$ cat src/rtl/led_pkg.sv
// Shared definitions for the LED pattern controller.
//   mode_t     : 2-bit mode encoding driven on the controller's mode port
//   next_mode  : short-press mode sequence OFF -> ON -> BLINK -> CHASE -> OFF
package led_pkg;

  typedef enum logic [1:0] {
    MODE_OFF   = 2'd0,
    MODE_ON    = 2'd1,
    MODE_BLINK = 2'd2,
    MODE_CHASE = 2'd3
  } mode_t;

  function automatic mode_t next_mode(input mode_t m);
    case (m)
      MODE_OFF:   next_mode = MODE_ON;
      MODE_ON:    next_mode = MODE_BLINK;
      MODE_BLINK: next_mode = MODE_CHASE;
      default:    next_mode = MODE_OFF;
    endcase
  endfunction

endpackage

$ cat src/rtl/button_debounce.sv
// Button input conditioning: 2-flop synchroniser, debounce counter and hold
// counter. Emits single-cycle pulses for completed short presses and for a
// hold reaching LONG_PRESS_CYC.
//   clk, rst_n   : clock, asynchronous active-low reset
//   push_button  : raw active-high button, asynchronous to clk
//   short_press  : 1-cycle pulse after a debounced release of a short hold
//   long_press   : 1-cycle pulse when the debounced hold reaches LONG_PRESS_CYC
module button_debounce #(
  parameter int unsigned DEBOUNCE_CYC   = 500_000,
  parameter int unsigned LONG_PRESS_CYC = 50_000_000
) (
  input  logic clk,
  input  logic rst_n,
  input  logic push_button,
  output logic short_press,
  output logic long_press
);

  localparam int unsigned DW = $clog2(DEBOUNCE_CYC) + 1;
  localparam int unsigned HW = $clog2(LONG_PRESS_CYC) + 1;

  logic          sync1;
  logic          sync2;
  logic          level;
  logic [DW-1:0] db_cnt;
  logic [HW-1:0] hold_cnt;
  logic          db_flip;
  logic          fall;

  // The current cycle is the DEBOUNCE_CYC-th consecutive differing cycle.
  assign db_flip = (sync2 != level) && (db_cnt == DW'(DEBOUNCE_CYC - 1));
  assign fall    = db_flip && level;

  always_ff @(posedge clk or negedge rst_n) begin
    if (!rst_n) begin
      sync1       <= 1'b0;
      sync2       <= 1'b0;
      level       <= 1'b0;
      db_cnt      <= '0;
      hold_cnt    <= '0;
      short_press <= 1'b0;
      long_press  <= 1'b0;
    end else begin
      sync1 <= push_button;
      sync2 <= sync1;

      if (sync2 == level) begin
        db_cnt <= '0;
      end else if (db_flip) begin
        db_cnt <= '0;
        level  <= sync2;
      end else begin
        db_cnt <= db_cnt + DW'(1);
      end

      if (!level) begin
        hold_cnt <= '0;
      end else if (hold_cnt != HW'(LONG_PRESS_CYC)) begin
        hold_cnt <= hold_cnt + HW'(1);
      end

      // A release that coincides with the hold reaching its limit counts as
      // short; the long pulse is suppressed on a falling cycle so that at
      // most one of the two fires for a given press.
      short_press <= fall && (hold_cnt < HW'(LONG_PRESS_CYC));
      long_press  <= level && !fall && (hold_cnt == HW'(LONG_PRESS_CYC - 1));
    end
  end

endmodule

$ cat src/rtl/led_pattern_ctrl.sv
// Push-button LED bank controller. A short press cycles the mode
// OFF -> ON -> BLINK -> CHASE -> OFF; a long press forces OFF.
//   clk, rst_n   : clock, asynchronous active-low reset
//   push_button  : raw active-high button, asynchronous to clk
//   leds         : registered LED drive, active-high, NUM_LEDS wide
//   mode         : registered current mode (0 OFF, 1 ON, 2 BLINK, 3 CHASE)
module led_pattern_ctrl
  import led_pkg::*;
#(
  parameter int unsigned CLK_HZ         = 50_000_000,
  parameter int unsigned NUM_LEDS       = 4,
  parameter int unsigned DEBOUNCE_CYC   = 500_000,
  parameter int unsigned TICK_CYC       = 12_500_000,
  parameter int unsigned LONG_PRESS_CYC = 50_000_000
) (
  input  logic                clk,
  input  logic                rst_n,
  input  logic                push_button,
  output logic [NUM_LEDS-1:0] leds,
  output logic [1:0]          mode
);

  localparam int unsigned TW = $clog2(TICK_CYC);

  if (CLK_HZ == 0 || NUM_LEDS < 1 || DEBOUNCE_CYC < 1 || TICK_CYC < 2 ||
      LONG_PRESS_CYC <= DEBOUNCE_CYC) begin : g_bad_params
    $error("led_pattern_ctrl: illegal parameter combination");
  end

  logic                short_press;
  logic                long_press;
  mode_t               state;
  mode_t               state_next;
  logic [TW-1:0]       tick;
  logic [TW-1:0]       tick_next;
  logic [NUM_LEDS-1:0] leds_next;
  logic                entry;
  logic                step;

  button_debounce #(
    .DEBOUNCE_CYC   (DEBOUNCE_CYC),
    .LONG_PRESS_CYC (LONG_PRESS_CYC)
  ) u_button_debounce (
    .clk         (clk),
    .rst_n       (rst_n),
    .push_button (push_button),
    .short_press (short_press),
    .long_press  (long_press)
  );

  function automatic logic [NUM_LEDS-1:0] entry_pattern(input mode_t m);
    case (m)
      MODE_ON, MODE_BLINK: entry_pattern = '1;
      MODE_CHASE:          entry_pattern = NUM_LEDS'(1);
      default:             entry_pattern = '0;
    endcase
  endfunction

  assign mode = state;
  assign step = (tick == TW'(TICK_CYC - 1));

  always_ff @(posedge clk or negedge rst_n) begin
    if (!rst_n) begin
      state <= MODE_OFF;
      tick  <= '0;
      leds  <= '0;
    end else begin
      state <= state_next;
      tick  <= tick_next;
      leds  <= leds_next;
    end
  end

  always_comb begin
    state_next = state;
    tick_next  = '0;
    leds_next  = leds;
    entry      = 1'b0;

    if (long_press) begin
      state_next = MODE_OFF;
      entry      = 1'b1;
    end else if (short_press) begin
      state_next = next_mode(state);
      entry      = 1'b1;
    end

    // Mode entry takes priority over a coincident tick: reinitialise, no step.
    if (entry) begin
      leds_next = entry_pattern(state_next);
    end else begin
      case (state)
        MODE_OFF: leds_next = '0;
        MODE_ON:  leds_next = '1;
        MODE_BLINK: begin
          tick_next = step ? '0 : tick + TW'(1);
          if (step) leds_next = ~leds;
        end
        default: begin
          tick_next = step ? '0 : tick + TW'(1);
          // Rotate left; for a single LED this degenerates to a constant 1.
          if (step) leds_next = (leds << 1) | (leds >> (NUM_LEDS - 1));
        end
      endcase
    end
  end

endmodule

$ cat config.mk
export PLATFORM = sky130hd
export DESIGN_NAME = led_pattern_ctrl
export DESIGN_NICKNAME = d
export VERILOG_FILES = /design/src/rtl/led_pkg.sv /design/src/rtl/button_debounce.sv /design/src/rtl/led_pattern_ctrl.sv
export SDC_FILE = /design/constraint.sdc
export NUM_CORES = 1
export LEC_CHECK = 0
export BUFFER_PORTS_ARGS = -buffer_cell sky130_fd_sc_hd__buf_2
export CAP_MARGIN = 10
export CORE_ASPECT_RATIO = 0.6
export CORE_UTILIZATION = 65
export CTS_BUF_LIST = sky130_fd_sc_hd__clkbuf_8
export DETAILED_ROUTE_END_ITERATION = 10
export PLACE_DENSITY = 0.82
export SETUP_SLACK_MARGIN = 0.15
export SLEW_MARGIN = 20
export SYNTH_ARGS = -nofsm -noshare
export SYNTH_HDL_FRONTEND = slang
export SYNTH_SLANG_ARGS = --single-unit
$ cat constraint.sdc
create_clock -name clk -period 2.9 [get_ports clk]
set_input_delay 0.87 -clock clk [delete_from_list [all_inputs] [get_ports clk]]
set_output_delay 0.87 -clock clk [all_outputs]
set_load 0.05 [all_outputs]
==> out/metrics.cfg <==
[run_status]
outcome=completed

[layout]
layout-drive-gt1-share=0.0824
final_core_util=0.741
fill_cells=457
syn2layout_area_growth_pct=8.40
seq_area_um2=2050
layout.nets=456
insertedDiodeCount=0
multi_input_area_um2=2080

[placement]
port_buffers=8
gp_congestion=0.841
hpwl_mm=5.68

[detailed_routing]
vias=3033
wl_per_cell_um=15.4
drtIter0Drc=185
drc=0
wirelength_mm=8.22
drtAntennaViolNets=0
dr.pass1.iters=5
via_per_inst=5.69

[critical_path]
path_max_fanout=6
arrival_ps=2580
critical_path_class=reg -> reg
start_kind=register
cp.required_ps=3170
cp-end-kind=register

[floorplanning]
core_area_um2=6190
io_pins=9
initial_core_util=0.683
rows=22
die_x_um=106
fp.dieH_um=64.5
die_area_um2=6850

[logic_synthesis]
synth-seq-cells=82
async_flop_share=1.00
synthMuxAreaShare=0.0192
synth_compound_area_frac=0.0290
synth-xor-area-share=0.132
synth-simple-area-share=0.284
synth_top_cell_area_share=0.485
ys.flop_type=dfrtp_1
synth_top_cell_by_area=dfrtp_1
synth_top_family_by_area=simple AND/OR/NAND/NOR gates
seq_area_frac_synth=0.485
synth-warning-count=0
syn_nets=446
synthAdderAreaFrac=0.0266
netlist_area_um2=4230
synthTopCellsByArea=dfrtp_1 48%, xnor2_1 6.8%, xor2_1 6.4%
synth-edff-count=0
yosysMostFrequentCell=dfrtp_1
synth_common_cells=82 x dfrtp_1, 63 x nor2_1, 33 x xnor2_1, 31 x nand3_1, 31 x xor2_1
syn_inst=434
synth_cell_type_count=35
avgSynthCellArea_um2=9.75

[timing]
slew_violations=0
slew_headroom=0.443
finalHoldViolCount=0
setup_tns_ps=0
grt_setup_unrepaired=false
fmax_ghz=0.432
post-route-period-util=0.798
fin_skew_ps=12.2
worstMarginPinSlew_ps=836
setup_viol=0
period_needed_ps=2320

[global_routing]
globalRouteMet3Util=0.0755
grt_max_degree=83
grt_pass1_wl_mm=14.0
track_usage=0.267
grt.met1_usage=0.386
grt.met2_usage=0.394
antenna_found_initial=0
grt_pass1_vias=2940
busiest_layer=met2
grt-ovfl-total=0

[run]
maxCapViolations=0

[pwr]
p_leak_nw=1.98
powerDensity_nw_per_um2=459
ir_drop_v=0.000400

[clock_tree]
tritoncts=yes
cts-resized-gates=0
clk_pin_slew_ps=90
clock_path_buffers=2
insertion_delay_ps=360
cts.sinks=82
postCtsHoldBufs=0
cts_buffers=9
cts_setup_buffers=0
cts_htree_levels=3
cts_root_buffer=clkbuf_8

[worst_hold_path]
hold_class=reg -> reg

## worst paths after layout
kind	from	end	slack, ps	cells after the start
min in group asynchronous	rst_n	tick[15]$_DFF_PN0_	500	2
min reg2reg	u_button_debounce.sync1$_DFF_PN0_	u_button_debounce.sync2$_DFF_PN0_	350	0
max	u_button_debounce.hold_cnt[11]$_DFFE_PN0P_	u_button_debounce.hold_cnt[15]$_DFFE_PN0P_	580	5
max reg2reg	u_button_debounce.hold_cnt[11]$_DFFE_PN0P_	u_button_debounce.hold_cnt[15]$_DFFE_PN0P_	580	5
min	u_button_debounce.sync1$_DFF_PN0_	u_button_debounce.sync2$_DFF_PN0_	350	0
max in group asynchronous	rst_n	u_button_debounce.db_cnt[14]$_DFF_PN0_	2040	2
## power by group
part / total, mW / internal, mW / switching (mW)
combinational: 0.0360 / 0.00794 / 0.0280
clock: 0.919 / 0.492 / 0.427
sequential: 1.15 / 1.15 / 0.00407
total: 2.11 / 1.65 / 0.459
## cell usage in the layout (no fill, tap or decap), types with 5 or more instances in the layout
cell type	n
nor2_1	63
nor4_1	7
xor2_1	31
nand2_1	25
and3_1	11
buf_2	7
mux2i_1	7
nand4_1	18
nand3_1	31
xnor2_1	33
a21oi_1	11
clkbuf_8	9
ha_1	9
inv_1	15
nor3_1	12
and2_1	23
o21ai_0	5
dfrtp_1	82
and4_1	10
## layout make-up
| type | instances | area share |
|---|---|---|
| clock inverters | 7 | 0.0218 |
| well taps | 84 | 0.0229 |
| multi-input cells | 326 | 0.453 |
| flip-flops and latches | 82 | 0.447 |
| inverters | 15 | 0.0123 |
| clock buffers | 9 | 0.0270 |
| repair buffers | 10 | 0.0153 |
## per-layer routing
metal	vias up	wire, um
met3	6	289
met2	38	3590
met5	-	0
met4	0	53
met1	1485	4300
li1	1504	-
## sequential cells by signal, indices dropped and copies added, names as in the netlist
| name | count |
|---|---|
| tick | 24 |
| u_button_debounce.sync1 | 1 |
| u_button_debounce.db_cnt | 20 |
| mode | 2 |
| u_button_debounce.level | 1 |
| u_button_debounce.sync2 | 1 |
| u_button_debounce.short_press | 1 |
| leds | 4 |
| u_button_debounce.hold_cnt | 27 |
| u_button_debounce.long_press | 1 |
## logic make-up (layout without fill, tap and decap cells)
group                      Yosys count  in the layout
AOI/OAI and AO/OA                   21             21
muxes                                8              8
and+or+nand+nor                    224            224
buffers and inverters               26             41
DFF                                 82             82
xor gates and xnor gates            64             64
adders and majority gates            9              9
## stage by stage
| stage | std cells | hold slack (ps) | setup WS [ps] | instance area [um^2] | power (mW) |
|---|---|---|---|---|---|
| finish | 533 | 355 | 584 | 4590 | 2.11 |
| global route | 533 | 366 | 383 | 4590 | 2.18 |
| CTS | 533 | 358 | 584 | 4590 | 2.13 |
| detailed placement | 517 | 339 | 606 | 4360 | 1.21 |
| global placement | 517 | 335 | 733 | 4360 | 1.21 |
| floorplan | 434 | 331 | 779 | 4230 | 1.18 |
## critical path, stage by stage (launching register included)
cell and delay, ps:
dfrtp_1 430, or4_1 570, or4_4 550, nor3_4 300
o21ai_0 150, a21boi_0 230
(Power assumes the default switching activity.)
